===== src/rtl/mem_access_stage_if.sv =====
// Bundle of execute-side, data-memory and writeback signals around the memory stage.
// The stage uses the master modport; the surrounding pipeline/memory model uses slave.
interface mem_access_stage_if;
   logic        ex_valid;
   logic        ex_ready;
   logic [31:0] ex_alu_res;
   logic [31:0] ex_shift_res;
   logic        ex_res_sel;
   logic [31:0] ex_ea;
   logic [31:0] ex_dm_in;
   logic        ex_ovfalu;
   logic        ex_mem_rren;
   logic        ex_mem_wren;
   logic [1:0]  ex_size;
   logic        ex_unsigned;
   logic [4:0]  ex_cad;
   logic        ex_gp_we;

   logic        dm_req;
   logic        dm_we;
   logic [31:0] dm_addr;
   logic [3:0]  dm_be;
   logic [31:0] dm_wdata;
   logic        dm_ack;
   logic [31:0] dm_rdata;

   logic        wb_valid;
   logic        wb_we;
   logic [4:0]  wb_cad;
   logic [31:0] wb_data;
   logic        wb_exc;
   logic [1:0]  wb_exc_cause;

   modport master (
      input  ex_valid, ex_alu_res, ex_shift_res, ex_res_sel, ex_ea, ex_dm_in, ex_ovfalu,
             ex_mem_rren, ex_mem_wren, ex_size, ex_unsigned, ex_cad, ex_gp_we,
             dm_ack, dm_rdata,
      output ex_ready, dm_req, dm_we, dm_addr, dm_be, dm_wdata,
             wb_valid, wb_we, wb_cad, wb_data, wb_exc, wb_exc_cause
   );

   modport slave (
      output ex_valid, ex_alu_res, ex_shift_res, ex_res_sel, ex_ea, ex_dm_in, ex_ovfalu,
             ex_mem_rren, ex_mem_wren, ex_size, ex_unsigned, ex_cad, ex_gp_we,
             dm_ack, dm_rdata,
      input  ex_ready, dm_req, dm_we, dm_addr, dm_be, dm_wdata,
             wb_valid, wb_we, wb_cad, wb_data, wb_exc, wb_exc_cause
   );
endinterface


===== src/rtl/mem_access_stage.sv =====
// Memory stage: latches one execute result, runs a big-endian load/store over a req/ack port,
// and emits one writeback packet per op. Define MEM_TIMEOUT_EN to add a dm_ack timeout (bus error).
module mem_access_stage #(
   parameter int unsigned TIMEOUT_CYCLES = 255,
   parameter int unsigned CNT_W          = 8
) (
   input  logic               clk,
   input  logic               reset,
   mem_access_stage_if.master bus
);

   typedef enum logic [1:0] {IDLE, REQ, RESP} state_t;

   state_t state_reg, state_next;

   logic        accept;
   logic        is_mem, illegal, misaligned, ovf, exc_any, mem_go;
   logic [1:0]  cause_in;
   logic [3:0]  be_in;
   logic [31:0] wdata_in;
   logic        mem_done, timeout_hit, fire;

   logic [4:0]  cad_reg;
   logic        gp_we_reg, rren_reg, wren_reg, uns_reg, exc_reg, mem_reg;
   logic [1:0]  size_reg, lane_reg, cause_reg;
   logic [31:0] res_reg;

   logic [7:0]  rd_byte [4];
   logic [7:0]  byte_sel;
   logic [15:0] half_sel;
   logic [31:0] load_val;

   logic        dm_req_reg, dm_we_reg;
   logic [31:0] dm_addr_reg, dm_wdata_reg;
   logic [3:0]  dm_be_reg;
   logic        wb_valid_reg, wb_we_reg, wb_exc_reg;
   logic [4:0]  wb_cad_reg;
   logic [31:0] wb_data_reg;
   logic [1:0]  wb_cause_reg;

   assign accept = bus.ex_valid && (state_reg == IDLE);

   // Accept-time decode; illegal beats misaligned beats overflow.
   always_comb begin
      is_mem     = bus.ex_mem_rren | bus.ex_mem_wren;
      illegal    = (bus.ex_mem_rren & bus.ex_mem_wren) | (is_mem & (bus.ex_size == 2'b11));
      misaligned = is_mem & (((bus.ex_size == 2'b01) & bus.ex_ea[0]) |
                             ((bus.ex_size == 2'b10) & (bus.ex_ea[1:0] != 2'b00)));
      ovf        = ~is_mem & bus.ex_ovfalu;
      exc_any    = illegal | misaligned | ovf;
      mem_go     = is_mem & ~exc_any;
      cause_in   = 2'b00;
      if (illegal)         cause_in = 2'b11;
      else if (misaligned) cause_in = 2'b01;
      else if (ovf)        cause_in = 2'b10;

      be_in    = 4'b0000;
      wdata_in = bus.ex_dm_in;
      case (bus.ex_size)
         2'b00: begin
            be_in    = 4'b1000 >> bus.ex_ea[1:0];
            wdata_in = {4{bus.ex_dm_in[7:0]}};
         end
         2'b01: begin
            be_in    = bus.ex_ea[1] ? 4'b0011 : 4'b1100;
            wdata_in = {2{bus.ex_dm_in[15:0]}};
         end
         2'b10:   be_in = 4'b1111;
         default: be_in = 4'b0000;
      endcase
   end

   // Byte lane gi of the read word; lane 0 is the most significant byte.
   for (genvar gi = 0; gi < 4; gi++) begin : g_lane
      assign rd_byte[gi] = bus.dm_rdata[31-8*gi -: 8];
   end

   assign byte_sel = rd_byte[lane_reg];
   assign half_sel = lane_reg[1] ? bus.dm_rdata[15:0] : bus.dm_rdata[31:16];

   always_comb begin
      load_val = bus.dm_rdata;
      case (size_reg)
         2'b00:   load_val = uns_reg ? {24'd0, byte_sel} : {{24{byte_sel[7]}}, byte_sel};
         2'b01:   load_val = uns_reg ? {16'd0, half_sel} : {{16{half_sel[15]}}, half_sel};
         default: load_val = bus.dm_rdata;
      endcase
   end

`ifdef MEM_TIMEOUT_EN
   logic [CNT_W-1:0] count_reg;

   assign timeout_hit = (state_reg == REQ) && !bus.dm_ack && (count_reg == CNT_W'(TIMEOUT_CYCLES));

   always_ff @(posedge clk) begin
      if (reset) begin
         count_reg <= '0;
      end else if (accept && mem_go) begin
         count_reg <= '0;
      end else if ((state_reg == REQ) && !bus.dm_ack) begin
         count_reg <= count_reg + 1'b1;
      end
   end
`else
   logic unused_cfg;

   assign unused_cfg  = (TIMEOUT_CYCLES == CNT_W);
   assign timeout_hit = 1'b0;
`endif

   assign mem_done = (state_reg == REQ) && (bus.dm_ack || timeout_hit);
   // Memory ops write back straight off the ack edge; RESP is then just the visible pulse cycle.
   assign fire     = mem_done || ((state_reg == RESP) && !mem_reg);

   always_ff @(posedge clk) begin
      if (reset) state_reg <= IDLE;
      else       state_reg <= state_next;
   end

   always_comb begin
      state_next = state_reg;
      case (state_reg)
         IDLE:    if (accept) state_next = mem_go ? REQ : RESP;
         REQ:     if (mem_done) state_next = RESP;
         RESP:    state_next = IDLE;
         default: state_next = IDLE;
      endcase
   end

   always_ff @(posedge clk) begin
      if (reset) begin
         cad_reg      <= '0;
         gp_we_reg    <= 1'b0;
         rren_reg     <= 1'b0;
         wren_reg     <= 1'b0;
         uns_reg      <= 1'b0;
         exc_reg      <= 1'b0;
         mem_reg      <= 1'b0;
         size_reg     <= '0;
         lane_reg     <= '0;
         cause_reg    <= '0;
         res_reg      <= '0;
         dm_req_reg   <= 1'b0;
         dm_we_reg    <= 1'b0;
         dm_addr_reg  <= '0;
         dm_be_reg    <= '0;
         dm_wdata_reg <= '0;
         wb_valid_reg <= 1'b0;
         wb_we_reg    <= 1'b0;
         wb_exc_reg   <= 1'b0;
         wb_cad_reg   <= '0;
         wb_data_reg  <= '0;
         wb_cause_reg <= '0;
      end else begin
         wb_valid_reg <= fire;
         if (accept) begin
            cad_reg   <= bus.ex_cad;
            gp_we_reg <= bus.ex_gp_we;
            rren_reg  <= bus.ex_mem_rren;
            wren_reg  <= bus.ex_mem_wren;
            uns_reg   <= bus.ex_unsigned;
            exc_reg   <= exc_any;
            mem_reg   <= mem_go;
            size_reg  <= bus.ex_size;
            lane_reg  <= bus.ex_ea[1:0];
            cause_reg <= cause_in;
            res_reg   <= bus.ex_res_sel ? bus.ex_shift_res : bus.ex_alu_res;
            if (mem_go) begin
               dm_req_reg   <= 1'b1;
               dm_we_reg    <= bus.ex_mem_wren;
               dm_addr_reg  <= {bus.ex_ea[31:2], 2'b00};
               dm_be_reg    <= be_in;
               dm_wdata_reg <= wdata_in;
            end
         end
         if (mem_done) dm_req_reg <= 1'b0;
         if (fire) begin
            wb_cad_reg <= cad_reg;
            if (timeout_hit) begin
               wb_exc_reg   <= 1'b1;
               wb_cause_reg <= 2'b11;
               wb_we_reg    <= 1'b0;
               wb_data_reg  <= res_reg;
            end else begin
               wb_exc_reg   <= exc_reg;
               wb_cause_reg <= cause_reg;
               wb_we_reg    <= gp_we_reg & ~exc_reg & ~wren_reg;
               wb_data_reg  <= (mem_done && rren_reg) ? load_val : res_reg;
            end
         end
      end
   end

   assign bus.ex_ready     = (state_reg == IDLE);
   assign bus.dm_req       = dm_req_reg;
   assign bus.dm_we        = dm_we_reg;
   assign bus.dm_addr      = dm_addr_reg;
   assign bus.dm_be        = dm_be_reg;
   assign bus.dm_wdata     = dm_wdata_reg;
   assign bus.wb_valid     = wb_valid_reg;
   assign bus.wb_we        = wb_we_reg;
   assign bus.wb_cad       = wb_cad_reg;
   assign bus.wb_data      = wb_data_reg;
   assign bus.wb_exc       = wb_exc_reg;
   assign bus.wb_exc_cause = wb_cause_reg;

endmodule


===== src/flat_wrapper.sv =====
// flat-port wrapper written by rule: the top's interface ports become plain ports
module mem_access_stage_flat 
#(
   parameter int unsigned TIMEOUT_CYCLES = 255,
   parameter int unsigned CNT_W          = 8
)
  (clk, reset, bus_ex_valid, bus_ex_alu_res, bus_ex_shift_res, bus_ex_res_sel, bus_ex_ea, bus_ex_dm_in, bus_ex_ovfalu, bus_ex_mem_rren, bus_ex_mem_wren, bus_ex_size, bus_ex_unsigned, bus_ex_cad, bus_ex_gp_we, bus_dm_ack, bus_dm_rdata, bus_ex_ready, bus_dm_req, bus_dm_we, bus_dm_addr, bus_dm_be, bus_dm_wdata, bus_wb_valid, bus_wb_we, bus_wb_cad, bus_wb_data, bus_wb_exc, bus_wb_exc_cause);
  mem_access_stage_if bus_i ();
  input  logic clk;
  input  logic reset;
  input wire logic [$bits(bus_i.ex_valid)-1:0] bus_ex_valid;
  input wire logic [$bits(bus_i.ex_alu_res)-1:0] bus_ex_alu_res;
  input wire logic [$bits(bus_i.ex_shift_res)-1:0] bus_ex_shift_res;
  input wire logic [$bits(bus_i.ex_res_sel)-1:0] bus_ex_res_sel;
  input wire logic [$bits(bus_i.ex_ea)-1:0] bus_ex_ea;
  input wire logic [$bits(bus_i.ex_dm_in)-1:0] bus_ex_dm_in;
  input wire logic [$bits(bus_i.ex_ovfalu)-1:0] bus_ex_ovfalu;
  input wire logic [$bits(bus_i.ex_mem_rren)-1:0] bus_ex_mem_rren;
  input wire logic [$bits(bus_i.ex_mem_wren)-1:0] bus_ex_mem_wren;
  input wire logic [$bits(bus_i.ex_size)-1:0] bus_ex_size;
  input wire logic [$bits(bus_i.ex_unsigned)-1:0] bus_ex_unsigned;
  input wire logic [$bits(bus_i.ex_cad)-1:0] bus_ex_cad;
  input wire logic [$bits(bus_i.ex_gp_we)-1:0] bus_ex_gp_we;
  input wire logic [$bits(bus_i.dm_ack)-1:0] bus_dm_ack;
  input wire logic [$bits(bus_i.dm_rdata)-1:0] bus_dm_rdata;
  output wire logic [$bits(bus_i.ex_ready)-1:0] bus_ex_ready;
  output wire logic [$bits(bus_i.dm_req)-1:0] bus_dm_req;
  output wire logic [$bits(bus_i.dm_we)-1:0] bus_dm_we;
  output wire logic [$bits(bus_i.dm_addr)-1:0] bus_dm_addr;
  output wire logic [$bits(bus_i.dm_be)-1:0] bus_dm_be;
  output wire logic [$bits(bus_i.dm_wdata)-1:0] bus_dm_wdata;
  output wire logic [$bits(bus_i.wb_valid)-1:0] bus_wb_valid;
  output wire logic [$bits(bus_i.wb_we)-1:0] bus_wb_we;
  output wire logic [$bits(bus_i.wb_cad)-1:0] bus_wb_cad;
  output wire logic [$bits(bus_i.wb_data)-1:0] bus_wb_data;
  output wire logic [$bits(bus_i.wb_exc)-1:0] bus_wb_exc;
  output wire logic [$bits(bus_i.wb_exc_cause)-1:0] bus_wb_exc_cause;
  assign bus_i.ex_valid = bus_ex_valid;
  assign bus_i.ex_alu_res = bus_ex_alu_res;
  assign bus_i.ex_shift_res = bus_ex_shift_res;
  assign bus_i.ex_res_sel = bus_ex_res_sel;
  assign bus_i.ex_ea = bus_ex_ea;
  assign bus_i.ex_dm_in = bus_ex_dm_in;
  assign bus_i.ex_ovfalu = bus_ex_ovfalu;
  assign bus_i.ex_mem_rren = bus_ex_mem_rren;
  assign bus_i.ex_mem_wren = bus_ex_mem_wren;
  assign bus_i.ex_size = bus_ex_size;
  assign bus_i.ex_unsigned = bus_ex_unsigned;
  assign bus_i.ex_cad = bus_ex_cad;
  assign bus_i.ex_gp_we = bus_ex_gp_we;
  assign bus_i.dm_ack = bus_dm_ack;
  assign bus_i.dm_rdata = bus_dm_rdata;
  assign bus_ex_ready = bus_i.ex_ready;
  assign bus_dm_req = bus_i.dm_req;
  assign bus_dm_we = bus_i.dm_we;
  assign bus_dm_addr = bus_i.dm_addr;
  assign bus_dm_be = bus_i.dm_be;
  assign bus_dm_wdata = bus_i.dm_wdata;
  assign bus_wb_valid = bus_i.wb_valid;
  assign bus_wb_we = bus_i.wb_we;
  assign bus_wb_cad = bus_i.wb_cad;
  assign bus_wb_data = bus_i.wb_data;
  assign bus_wb_exc = bus_i.wb_exc;
  assign bus_wb_exc_cause = bus_i.wb_exc_cause;
  mem_access_stage #(.TIMEOUT_CYCLES(TIMEOUT_CYCLES), .CNT_W(CNT_W)) u_core (.clk(clk), .reset(reset), .bus(bus_i));
endmodule

===== config.mk =====
export PLATFORM = sky130hd
export DESIGN_NAME = mem_access_stage_flat
export DESIGN_NICKNAME = d
export VERILOG_FILES = /design/src/rtl/mem_access_stage_if.sv /design/src/rtl/mem_access_stage.sv /design/src/flat_wrapper.sv
export SDC_FILE = /design/constraint.sdc
export NUM_CORES = 1
export LEC_CHECK = 0
export BUFFER_PORTS_ARGS = -buffer_cell sky130_fd_sc_hd__buf_2
export CAP_MARGIN = 20
export CELL_PAD_IN_SITES_DETAIL_PLACEMENT = 0
export CELL_PAD_IN_SITES_GLOBAL_PLACEMENT = 1
export CORE_AREA = 2 2 146 219
export CTS_CLUSTER_DIAMETER = 200
export CTS_CLUSTER_SIZE = 12
export DETAILED_ROUTE_END_ITERATION = 6
export DIE_AREA = 0 0 148 221
export GPL_ROUTABILITY_DRIVEN = 0
export PLACE_DENSITY = 0.72
export RECOVER_POWER = 100
export SKIP_LAST_GASP = 1
export SLEW_MARGIN = 20
export SYNTH_ARGS = -nofsm -noshare
export SYNTH_HDL_FRONTEND = slang
export SYNTH_SLANG_ARGS = --single-unit
export TNS_END_PERCENT = 5

===== constraint.sdc =====
create_clock -name clk -period 2.3 [get_ports clk]
set_input_delay 0 -clock clk [delete_from_list [all_inputs] [get_ports clk]]
set_output_delay 0 -clock clk [all_outputs]
set_load 0.01 [all_outputs]

==> results of run 1 <==
-- tightest hold or removal path, stage by stage --
cell                       delay (ns)
sky130_fd_sc_hd__buf_2           0.08
sky130_fd_sc_hd__mux2i_1         0.09
sky130_fd_sc_hd__a211oi_1        0.23
-- power breakdown --
group          switching [uW]  internal [uW]
logic                     699            603
registers                 103           2960
clock network            1160           1770
-- worst max path at each step --
stage                                               end  depth (start not counted)
CTS                 u_core.bus.dm_wdata[9]$_SDFFE_PP0P_                          5
global placement     u_core.bus.wb_data[7]$_SDFFE_PP0P_                          5
floorplan           u_core.bus.wb_data[15]$_SDFFE_PP0P_                          5
finish              u_core.bus.dm_wdata[9]$_SDFFE_PP0P_                          5
global route        u_core.bus.dm_wdata[9]$_SDFFE_PP0P_                          5
detailed placement   u_core.bus.wb_data[7]$_SDFFE_PP0P_                          5
-- repair_timing --
item | 4_1_cts | 5_1_grt
endpoints found under the hold margin | 117 | 0
hold buffers | 145 | 0
endpoints found under the setup margin | 0 | 2
gates resized for setup | 0 | 1
-- cell type report --
type	instances	area, um^2	area share (%)
Clock inverter	4	70.1	0.629
Tap cell	405	507	4.55
Antenna cell	1	2.50	0.0225
Inverter	28	105	0.944
Clock buffer	28	527	4.73
Sequential cell	161	3220	29.0
Timing Repair Buffer	453	2950	26.5
Multi-Input combinational cell	648	3750	33.7
-- layer usage --
metal | routed length (um) | vias to the layer above | part of all wire (%)
li1 | - | 3981 | -
met1 | 10800 | 3718 | 39
met2 | 14600 | 240 | 53
met3 | 1490 | 34 | 5.4
met4 | 822 | 0 | 3.0
met5 | 0 | - | 0
-- stage by stage --
stage | worst slack (ns) | power, uW | hold slack (ns) | cell area (um^2)
floorplan | 0.656 | 3800 | 0.136 | 7630
global placement | 0.311 | 4250 | 0.239 | 9370
detailed placement | 0.234 | 4270 | 0.246 | 9370
CTS | 0.0940 | 7430 | 0.00352 | 11400
global route | 0.0230 | 7640 | 0.0224 | 11100
finish | 0.177 | 7290 | 0.000809 | 11100
-- cell usage in the layout, fill, tap and decap left out, types with 8 or more instances in the layout --
cell / synthesis / routed
sky130_fd_sc_hd__buf_4: 7 / 12
sky130_fd_sc_hd__a211oi_1: 50 / 50
sky130_fd_sc_hd__dlygate4sd3_1: 0 / 145
sky130_fd_sc_hd__o21ai_0: 21 / 23
sky130_fd_sc_hd__clkbuf_16: 0 / 17
sky130_fd_sc_hd__a2111oi_0: 8 / 8
sky130_fd_sc_hd__nor3b_1: 17 / 16
sky130_fd_sc_hd__buf_2: 26 / 175
sky130_fd_sc_hd__a21oi_1: 114 / 114
sky130_fd_sc_hd__clkbuf_1: 35 / 120
sky130_fd_sc_hd__a311oi_1: 8 / 8
sky130_fd_sc_hd__o32ai_1: 5 / 22
sky130_fd_sc_hd__nor2_1: 79 / 79
sky130_fd_sc_hd__nand2_1: 201 / 201
sky130_fd_sc_hd__dfxtp_1: 161 / 161
sky130_fd_sc_hd__mux2i_1: 50 / 50
sky130_fd_sc_hd__inv_1: 28 / 28
-- cells by family after synthesis --
group | synth area share, %
and+or+nand+nor | 19.6
AOI/OAI and AO/OA | 22.7
DFF | 42.3
buffers and inverters | 7.30
muxes | 7.89
adders and majority gates | 0.131
other | 0.0492
xor gates and xnor gates | 0.115
==> impl_metrics.json, run 1 <==
{
  "cts.clk_slew.worst_paths_ns": 0.06,
  "status": "finished, final reports clean",
  "global_route.usage.met2_pct": 30.3,
  "globalRouteOverflowTotal": 0,
  "ys_types": 57,
  "fraction_of_layout_instances_using_a_drive_strength_above_1_pct": 18.8,
  "tritoncts_clock_tree": "yes",
  "final_hpwl_dp_um": 19400,
  "irDropWorstVdd_mv": 0.523,
  "worst_r2r_startpoint": "u_core.state_reg[0]$_SDFFE_PP0P_",
  "timing.final.hold_violations": 0,
  "synth_top_cells_by_count": "sky130_fd_sc_hd__nand2_1, sky130_fd_sc_hd__dfxtp_1, sky130_fd_sc_hd__a21oi_1",
  "num-fill-cells": 3310,
  "worstPathCellList": "nor3b_4, o211a_4, nor2_1, a311oi_1, dlygate4sd3_1",
  "num_vias": 7973,
  "fin_util_pct": 36.1,
  "via_density": 4.61,
  "start_util_pct": 24.7,
  "syn-instance-count": 918,
  "yosysWarningCount": 0,
  "layout.cells.non_filler": 1728,
  "worst_hold_path.num_cells": 3,
  "synthFlopType": "sky130_fd_sc_hd__dfxtp_1",
  "synth_largest_area_cell": "sky130_fd_sc_hd__dfxtp_1",
  "core_region_area_um2": 30800,
  "rsz0062_at_grt": "false",
  "clock_sink_count": 161,
  "final_nets": 1486,
  "yosys.cell_count.top_type": "sky130_fd_sc_hd__nand2_1",
  "path_delay_family": "compound AO/OA/AOI/OAI gates",
  "grt_busiest_layer": "met2",
  "drv.max_cap_violation_count": 0,
  "rows": 79,
  "drt-pass1-iter-count": 4,
  "timing.hold.worst.class": "in2reg",
  "cts_made_buffers": 17,
  "grt_pass1_vias": 7967,
  "numPortBuffers": 287,
  "grtUsageTotal_pct": 16.6,
  "synthArstFlopShare_pct": 0,
  "timing.setup.tns_ns": 0,
  "drt_drc_violations_left": 0,
  "met3_grt_util_pct": 3.42,
  "fin_crit_sh_pct": 92.3,
  "end_kind": "flop",
  "yosys_register_bits": 161,
  "grt_antenna_before_repair": 1,
  "die_area_um2": 32700,
  "syn-mean-instance-area_um2": 8.31,
  "timing.max_slew.rel_slack_pct": 35.1,
  "place_inst": 1549,
  "leakagePower_uw": 0.00427,
  "crit-reg2reg-capture": "u_core.bus.dm_wdata[9]$_SDFFE_PP0P_",
  "synth_enable_flop_cells": 0,
  "critPathSlowestCell": "sky130_fd_sc_hd__dlygate4sd3_1",
  "floorplan.io_pins": 290,
  "crit_path_kind": "reg2reg",
  "critical_path.n_buffers_inverters": 1,
  "synth.yosys.seq_area_share_pct": 42.3,
  "hold_path_startpoint": "bus_ex_shift_res[28]",
  "use_met1_pct": 18.0,
  "crit_path_max_fanout": 15,
  "cts_root_buf": "sky130_fd_sc_hd__clkbuf_16",
  "cp_data_required_time_ns": 2.69,
  "worst_path_largest_cell_delay_ns": 0.59,
  "timing_max_transition_violations_final": 0,
  "syn-cell-area_um2": 7620,
  "clk_latency_ns": 0.45,
  "area_growth_syn_to_layout_pct": 46.0,
  "drt_iter0_markers": 238,
  "drt-wirelength-per-cell_um": 16.1,
  "grt_pass1_wl_um": 42600,
  "timing.clock.skew_ns": 0.00482,
  "crit_path_start_kind": "flop",
  "die_span_in_x_um": 148,
  "cts_htree_levels": 4,
  "synthDominantCellAreaShare_pct": 42.3,
  "timing.fmax_ghz": 0.471,
  "drt.antenna.violating_nets": 0,
  "reg2reg_slack_ns": 0.18,
  "holdPathEnd": "u_core.res_reg[28]$_SDFFE_PP0P_",
  "data_arrival_critical_path_ns": 2.51,
  "worst-slew-pin-transition_ns": 0.970,
  "totalWireLength_um": 27800,
  "post-cts-setup-buffer-count": 0,
  "layout_min_cycle_time_ns": 2.12,
  "cts_max_path_buffers": 2,
  "setup_viol": 0,
  "worst-r2r-cell-count": 5,
  "timing.critical_path.from": "u_core.state_reg[0]$_SDFFE_PP0P_",
  "yosys-top-cells-area": "sky130_fd_sc_hd__dfxtp_1, sky130_fd_sc_hd__nand2_1, sky130_fd_sc_hd__a21oi_1",
  "floorplan.die.height_um": 221,
  "grt_max_degree": 98,
  "cellPowerDensity_nw_per_um2": 655
}
Power figures use the tool's default switching activity.
==> run 2: changes to the inputs <==
- ABC_AREA: not set -> 0
- CORE_AREA: 2 2 146 219 -> 2 2 141 211
- DIE_AREA: 0 0 148 221 -> 0 0 143 213
- PLACE_DENSITY: 0.72 -> 0.75
==> impl_metrics.json, run 2 (synthesis gave the netlist of run 1 again) <==
{
  "worst_r2r_startpoint": "u_core.state_reg[1]$_SDFFE_PP0P_",
  "status": "finished, final reports clean",
  "hold_path_startpoint": "bus_ex_alu_res[17]",
  "met3_length_um": 1630,
  "placed_instance_area_um2": 9350,
  "timing_max_transition_violations_final": 0,
  "crit-reg2reg-capture": "u_core.bus.dm_addr[8]$_SDFFE_PP0P_",
  "drt-pass1-iter-count": 5,
  "drt-met1-wl_um": 10900,
  "final_nets": 1487,
  "crit_path_start_kind": "primary input",
  "holdPathEnd": "u_core.res_reg[17]$_SDFFE_PP0P_",
  "wl_met2_um": 14600,
  "totalWireLength_um": 28000,
  "highest_metal_layer_with_signal_wires": "met4",
  "worst-slew-pin-transition_ns": 1.05,
  "setup_viol": 0,
  "worst_hold_path.num_cells": 3,
  "rows": 76,
  "timing.fmax_ghz": 0.462,
  "tritoncts_clock_tree": "yes",
  "end_kind": "flop",
  "p_int_uw": 5490,
  "die_span_in_x_um": 143,
  "crit_path_max_fanout": 56,
  "fin_hold_ws_ns": 0.0150,
  "crit_path_kind": "in2reg",
  "layout_min_cycle_time_ns": 2.16,
  "drv.max_cap_violation_count": 0,
  "core_region_area_um2": 28600,
  "timing.setup.tns_ns": 0,
  "num_vias": 8008,
  "cts_made_buffers": 17,
  "rsz0062_at_grt": "false",
  "via_density": 4.67,
  "floorplan.io_pins": 290,
  "grt_max_degree": 93,
  "timing.max_slew.rel_slack_pct": 29.7,
  "numPortBuffers": 287,
  "grt_pass1_vias": 7777,
  "leakagePower_uw": 0.00433,
  "cellPowerDensity_nw_per_um2": 669,
  "clock_power_share_pct": 41.7,
  "data_arrival_critical_path_ns": 2.49,
  "timing.clock.skew_ns": 0.00690,
  "fin_total_pwr_uw": 7480,
  "cp_data_required_time_ns": 2.63,
  "drt_iter0_markers": 294,
  "fin_crit_sh_pct": 94.1,
  "die_area_um2": 30500,
  "cts.clk_slew.worst_paths_ns": 0.06,
  "final_hpwl_dp_um": 19700,
  "clock_sink_count": 161,
  "grt_pass1_wl_um": 42000,
  "floorplan.die.height_um": 213,
  "cts_root_buf": "sky130_fd_sc_hd__clkbuf_16",
  "combinational_group_share_of_total_power_pct": 17.2,
  "irDropWorstVdd_mv": 0.517,
  "worst-r2r-cell-count": 6,
  "netSwitchingFraction_pct": 26.6,
  "drt.antenna.violating_nets": 0,
  "grt_antenna_before_repair": 0,
  "timing.final.hold_violations": 0,
  "reg2reg_slack_ns": 0.18,
  "drt-wirelength-per-cell_um": 16.3,
  "timing.hold.worst.class": "in2reg",
  "area_growth_syn_to_layout_pct": 46.7,
  "drt_drc_violations_left": 0,
  "cts_htree_levels": 4,
  "fraction_of_layout_instances_using_a_drive_strength_above_1_pct": 19.3,
  "start_util_pct": 26.6,
  "power_switching_uw": 1990,
  "seqPwrFrac_pct": 41.1,
  "mostFrequentLayoutCells": "sky130_fd_sc_hd__nand2_1, sky130_fd_sc_hd__buf_2, sky130_fd_sc_hd__dfxtp_1",
  "postLayoutCellArea_um2": 11200,
  "grtUsageTotal_pct": 18.0,
  "antenna-diode-count": 0,
  "globalRouteOverflowTotal": 0,
  "clk_latency_ns": 0.44,
  "most_common_library_cell_in_the_layout_ignoring_fill_and_taps": "sky130_fd_sc_hd__nand2_1",
  "cts_max_path_buffers": 2
}
run 2: through the flow:
step                util, %  std cells  setup WS, ns
floorplan                 -        919         0.656
global placement       32.7       1533         0.224
detailed placement     32.7       1533         0.222
CTS                    40.1       1712         0.156
global route           39.1       1713        0.0323
finish                 39.1       1713         0.135
run 2: how the worst max path moves through the flow:
| stage | endpoint | start | slack (ns) |
|---|---|---|---|
| after floorplan | u_core.bus.wb_data[15]$_SDFFE_PP0P_ | u_core.lane_reg[1]$_SDFFE_PP0P_ | 0.66 |
| after global placement | u_core.bus.wb_data[7]$_SDFFE_PP0P_ | u_core.size_reg[0]$_SDFFE_PP0P_ | 0.22 |
| after detailed placement | u_core.bus.wb_data[7]$_SDFFE_PP0P_ | u_core.size_reg[0]$_SDFFE_PP0P_ | 0.22 |
| after CTS | u_core.bus.dm_wdata[14]$_SDFFE_PP0P_ | u_core.state_reg[0]$_SDFFE_PP0P_ | 0.16 |
| after global routing | u_core.bus.dm_we$_SDFFE_PP0P_ | u_core.state_reg[1]$_SDFFE_PP0P_ | 0.03 |
| final | u_core.bus.dm_addr[8]$_SDFFE_PP0P_ | bus_ex_ea[0] | 0.14 |
run 2: timing repair:
| action | CTS | global route |
|---|---|---|
| endpoints found under the hold margin | 115 | 0 |
| buffers inserted | 0 | 0 |
| endpoints found under the setup margin | 0 | 1 |
| gates resized for setup | 0 | 2 |
| hold buffers | 147 | 0 |
run 2: area by class of cell:
class | count | area (um^2)
inverter | 28 | 105
tap | 390 | 488
fill | 2964 | 17400
sequential | 161 | 3220
clock inverter | 9 | 153
clock buffer | 23 | 488
multi-input combinational | 648 | 3750
timing repair buffer | 454 | 2970
run 2: critical path: stages:
cell	delay, ns
sky130_fd_sc_hd__dlygate4sd3_1	0.54
sky130_fd_sc_hd__buf_2	0.18
sky130_fd_sc_hd__a21oi_1	0.53
sky130_fd_sc_hd__o211ai_1	0.22
sky130_fd_sc_hd__buf_12	0.25
sky130_fd_sc_hd__nand2_1	0.10
sky130_fd_sc_hd__a21oi_1	0.07
sky130_fd_sc_hd__dlygate4sd3_1	0.57
run 2: power groups by stage:
stage	clock network (uW)	registers (uW)	logic, uW
after global routing	3310	3090	1420
after detailed placement	0	3130	1150
final	3120	3070	1290
after floorplan	0	3130	666
after global placement	0	3130	1140
after CTS	3200	3070	1350
run 2: per-layer routing:
layer  GRT usage [%]  vias to the layer above
met5               0                        -
met4            8.67                        0
met3            4.15                       42
met2            32.5                      278
li1                -                     3994
met1            19.7                     3694
==> run 3: changes to the inputs <==
- CORE_AREA: 2 2 141 211 -> 2 2 146 204
- DIE_AREA: 0 0 143 213 -> 0 0 148 206
==> impl_metrics.json, run 3 (synthesis gave the netlist of run 1 again) <==
{
  "leakagePower_uw": 0.00426,
  "die_area_um2": 30500,
  "fraction_of_layout_instances_using_a_drive_strength_above_1_pct": 19.3,
  "final_hpwl_dp_um": 19500,
  "drt_iter0_markers": 264,
  "tritoncts_clock_tree": "yes",
  "data_arrival_critical_path_ns": 2.48,
  "drv.max_cap_violation_count": 0,
  "cts_root_buf": "sky130_fd_sc_hd__clkbuf_16",
  "fin_crit_sh_pct": 91.4,
  "clk_latency_ns": 0.43,
  "worst-slew-pin-transition_ns": 1.15,
  "crit_path_max_fanout": 17,
  "fin_hold_ws_ns": -0.00159,
  "worstPathCellList": "nor3b_2, o211a_4, buf_12, nor2_1, a311oi_1, dlygate4sd3_1",
  "cts_max_path_buffers": 2,
  "timing.critical_path.from": "u_core.state_reg[0]$_SDFFE_PP0P_",
  "mostFrequentLayoutCells": "sky130_fd_sc_hd__nand2_1, sky130_fd_sc_hd__buf_2, sky130_fd_sc_hd__dfxtp_1",
  "cellPowerDensity_nw_per_um2": 662,
  "floorplan.die.height_um": 206,
  "crit_path_start_kind": "flop",
  "crit-reg2reg-capture": "u_core.bus.dm_wdata[13]$_SDFFE_PP0P_",
  "drt_drc_violations_left": 0,
  "power_switching_uw": 1950,
  "critPathSlowestCell": "sky130_fd_sc_hd__dlygate4sd3_1",
  "grt_pass1_wl_um": 41800,
  "timing.setup.tns_ns": 0,
  "drt-pass1-iter-count": 5,
  "worst_path_largest_cell_delay_ns": 0.57,
  "timing.hold.worst.class": "in2reg",
  "timing.fmax_ghz": 0.476,
  "timing_max_transition_violations_final": 0,
  "cts_htree_levels": 4,
  "end_kind": "flop",
  "timing.max_slew.rel_slack_pct": 23.0,
  "netSwitchingFraction_pct": 26.7,
  "cp_data_required_time_ns": 2.67,
  "layout_min_cycle_time_ns": 2.10,
  "clock_power_share_pct": 40.5,
  "numPortBuffers": 287,
  "irDropWorstVdd_mv": 0.491,
  "start_util_pct": 26.4,
  "grt_max_degree": 82,
  "grt_busiest_layer": "met2",
  "post-route-worst-setup-slack_ns": 0.198,
  "use_met1_pct": 19.9,
  "global_route.usage.met2_pct": 32.4,
  "timing.clock.skew_ns": 0.00806,
  "clock_sink_count": 161,
  "final_nets": 1481,
  "drt-wirelength-per-cell_um": 16.2,
  "timing.final.hold_violations": 1,
  "violations": "negative hold slack",
  "combinational_group_share_of_total_power_pct": 17.5,
  "via_density": 4.68,
  "met3_grt_util_pct": 3.64,
  "rsz0062_at_grt": "false",
  "reg2reg_slack_ns": 0.20,
  "grt_pass1_vias": 7815,
  "seqPwrFrac_pct": 41.9,
  "crit_path_kind": "reg2reg",
  "rows": 74,
  "antenna-diode-count": 0,
  "drt.antenna.violating_nets": 0,
  "floorplan.io_pins": 290,
  "cts.clk_slew.worst_paths_ns": 0.07,
  "detailedPlace.worstSlack_ns": 0.353,
  "setup_viol": 0,
  "worst_r2r_startpoint": "u_core.state_reg[0]$_SDFFE_PP0P_",
  "grt_antenna_before_repair": 0,
  "worstSetupEndpoint": "u_core.bus.dm_wdata[13]$_SDFFE_PP0P_",
  "globalRouteOverflowTotal": 0,
  "status": "complete, but fails checks",
  "grtUsageTotal_pct": 17.6,
  "core_region_area_um2": 28900,
  "area_growth_syn_to_layout_pct": 45.0,
  "post-cts-setup-buffer-count": 0,
  "num_vias": 7933,
  "worst-r2r-cell-count": 6,
  "p_int_uw": 5370,
  "totalWireLength_um": 27500,
  "cts_made_buffers": 17,
  "die_span_in_x_um": 148,
  "most_common_library_cell_in_the_layout_ignoring_fill_and_taps": "sky130_fd_sc_hd__nand2_1"
}
## run 3: cell types whose count changed in the layout (fill, tap and decap cells not counted), moves of 2 or more
cell and change:
sky130_fd_sc_hd__dlygate4sd3_1 -8, sky130_fd_sc_hd__o21ai_0 -4, sky130_fd_sc_hd__clkbuf_1 +3, sky130_fd_sc_hd__o21ai_1 +4
sky130_fd_sc_hd__buf_12 +2, sky130_fd_sc_hd__clkbuf_8 -4
## run 3: how the worst min path moves through the flow
stage                               from                                   to  cells after the start
detailed placement         bus_ex_ea[28]  u_core.bus.dm_addr[28]$_SDFFE_PP0P_                      3
global route          bus_ex_alu_res[28]      u_core.res_reg[28]$_SDFFE_PP0P_                      3
finish                bus_ex_alu_res[28]      u_core.res_reg[28]$_SDFFE_PP0P_                      3
CTS                 bus_ex_shift_res[20]      u_core.res_reg[20]$_SDFFE_PP0P_                      3
global placement           bus_ex_ea[27]  u_core.bus.dm_addr[27]$_SDFFE_PP0P_                      3
floorplan                  bus_ex_cad[0]       u_core.cad_reg[0]$_SDFFE_PP0P_                      2
## run 3: through the flow
step | area, um^2 | cells | total power [uW] | hold WS [ns] | utilization (%)
global placement | 9360 | 1526 | 4260 | 0.240 | 32.4
detailed placement | 9360 | 1526 | 4270 | 0.247 | 32.4
CTS | 11300 | 1696 | 7480 | 0.00364 | 39.3
floorplan | 7630 | 919 | 3800 | 0.136 | -
finish | 11100 | 1696 | 7320 | -0.00159 | 38.3
global route | 11100 | 1696 | 7670 | 0.00781 | 38.3
## run 3: area by class of cell
cell class	instances	area [um^2]
clock inverter	10	161
clock buffer	21	440
inverter	28	105
tap	380	475
fill	3041	17800
sequential	161	3220
multi-input combinational	647	3720
timing repair buffer	449	2930
## run 3: repair_timing
action                                  4_1_cts  5_1_grt
hold buffers                                139        0
endpoints found under the setup margin        0        3
endpoints found under the hold margin       112        0
resized for setup                             0        1
## run 3: power groups by stage
stage | combinational (uW) | sequential (uW) | clock, uW
floorplan | 666 | 3130 | 0
global placement | 1130 | 3130 | 0
detailed placement | 1140 | 3130 | 0
CTS | 1340 | 3070 | 3060
global route | 1410 | 3090 | 3170
finish | 1280 | 3070 | 2970
## run 3: critical path, delay by kind of cell (launching register included)
family	cells	cell delay, ns
compound gates	2	0.54
buf+inv	2	0.74
flops	1	0.40
simple gates	2	0.35
## run 3: routing by layer
metal / wire length (um) / vias up / share of wire, %
met3: 1560 / 30 / 5.7
met5: 0 / - / 0
met1: 10800 / 3698 / 39
met2: 14400 / 242 / 52
li1: - / 3963 / -
met4: 659 / 0 / 2.4
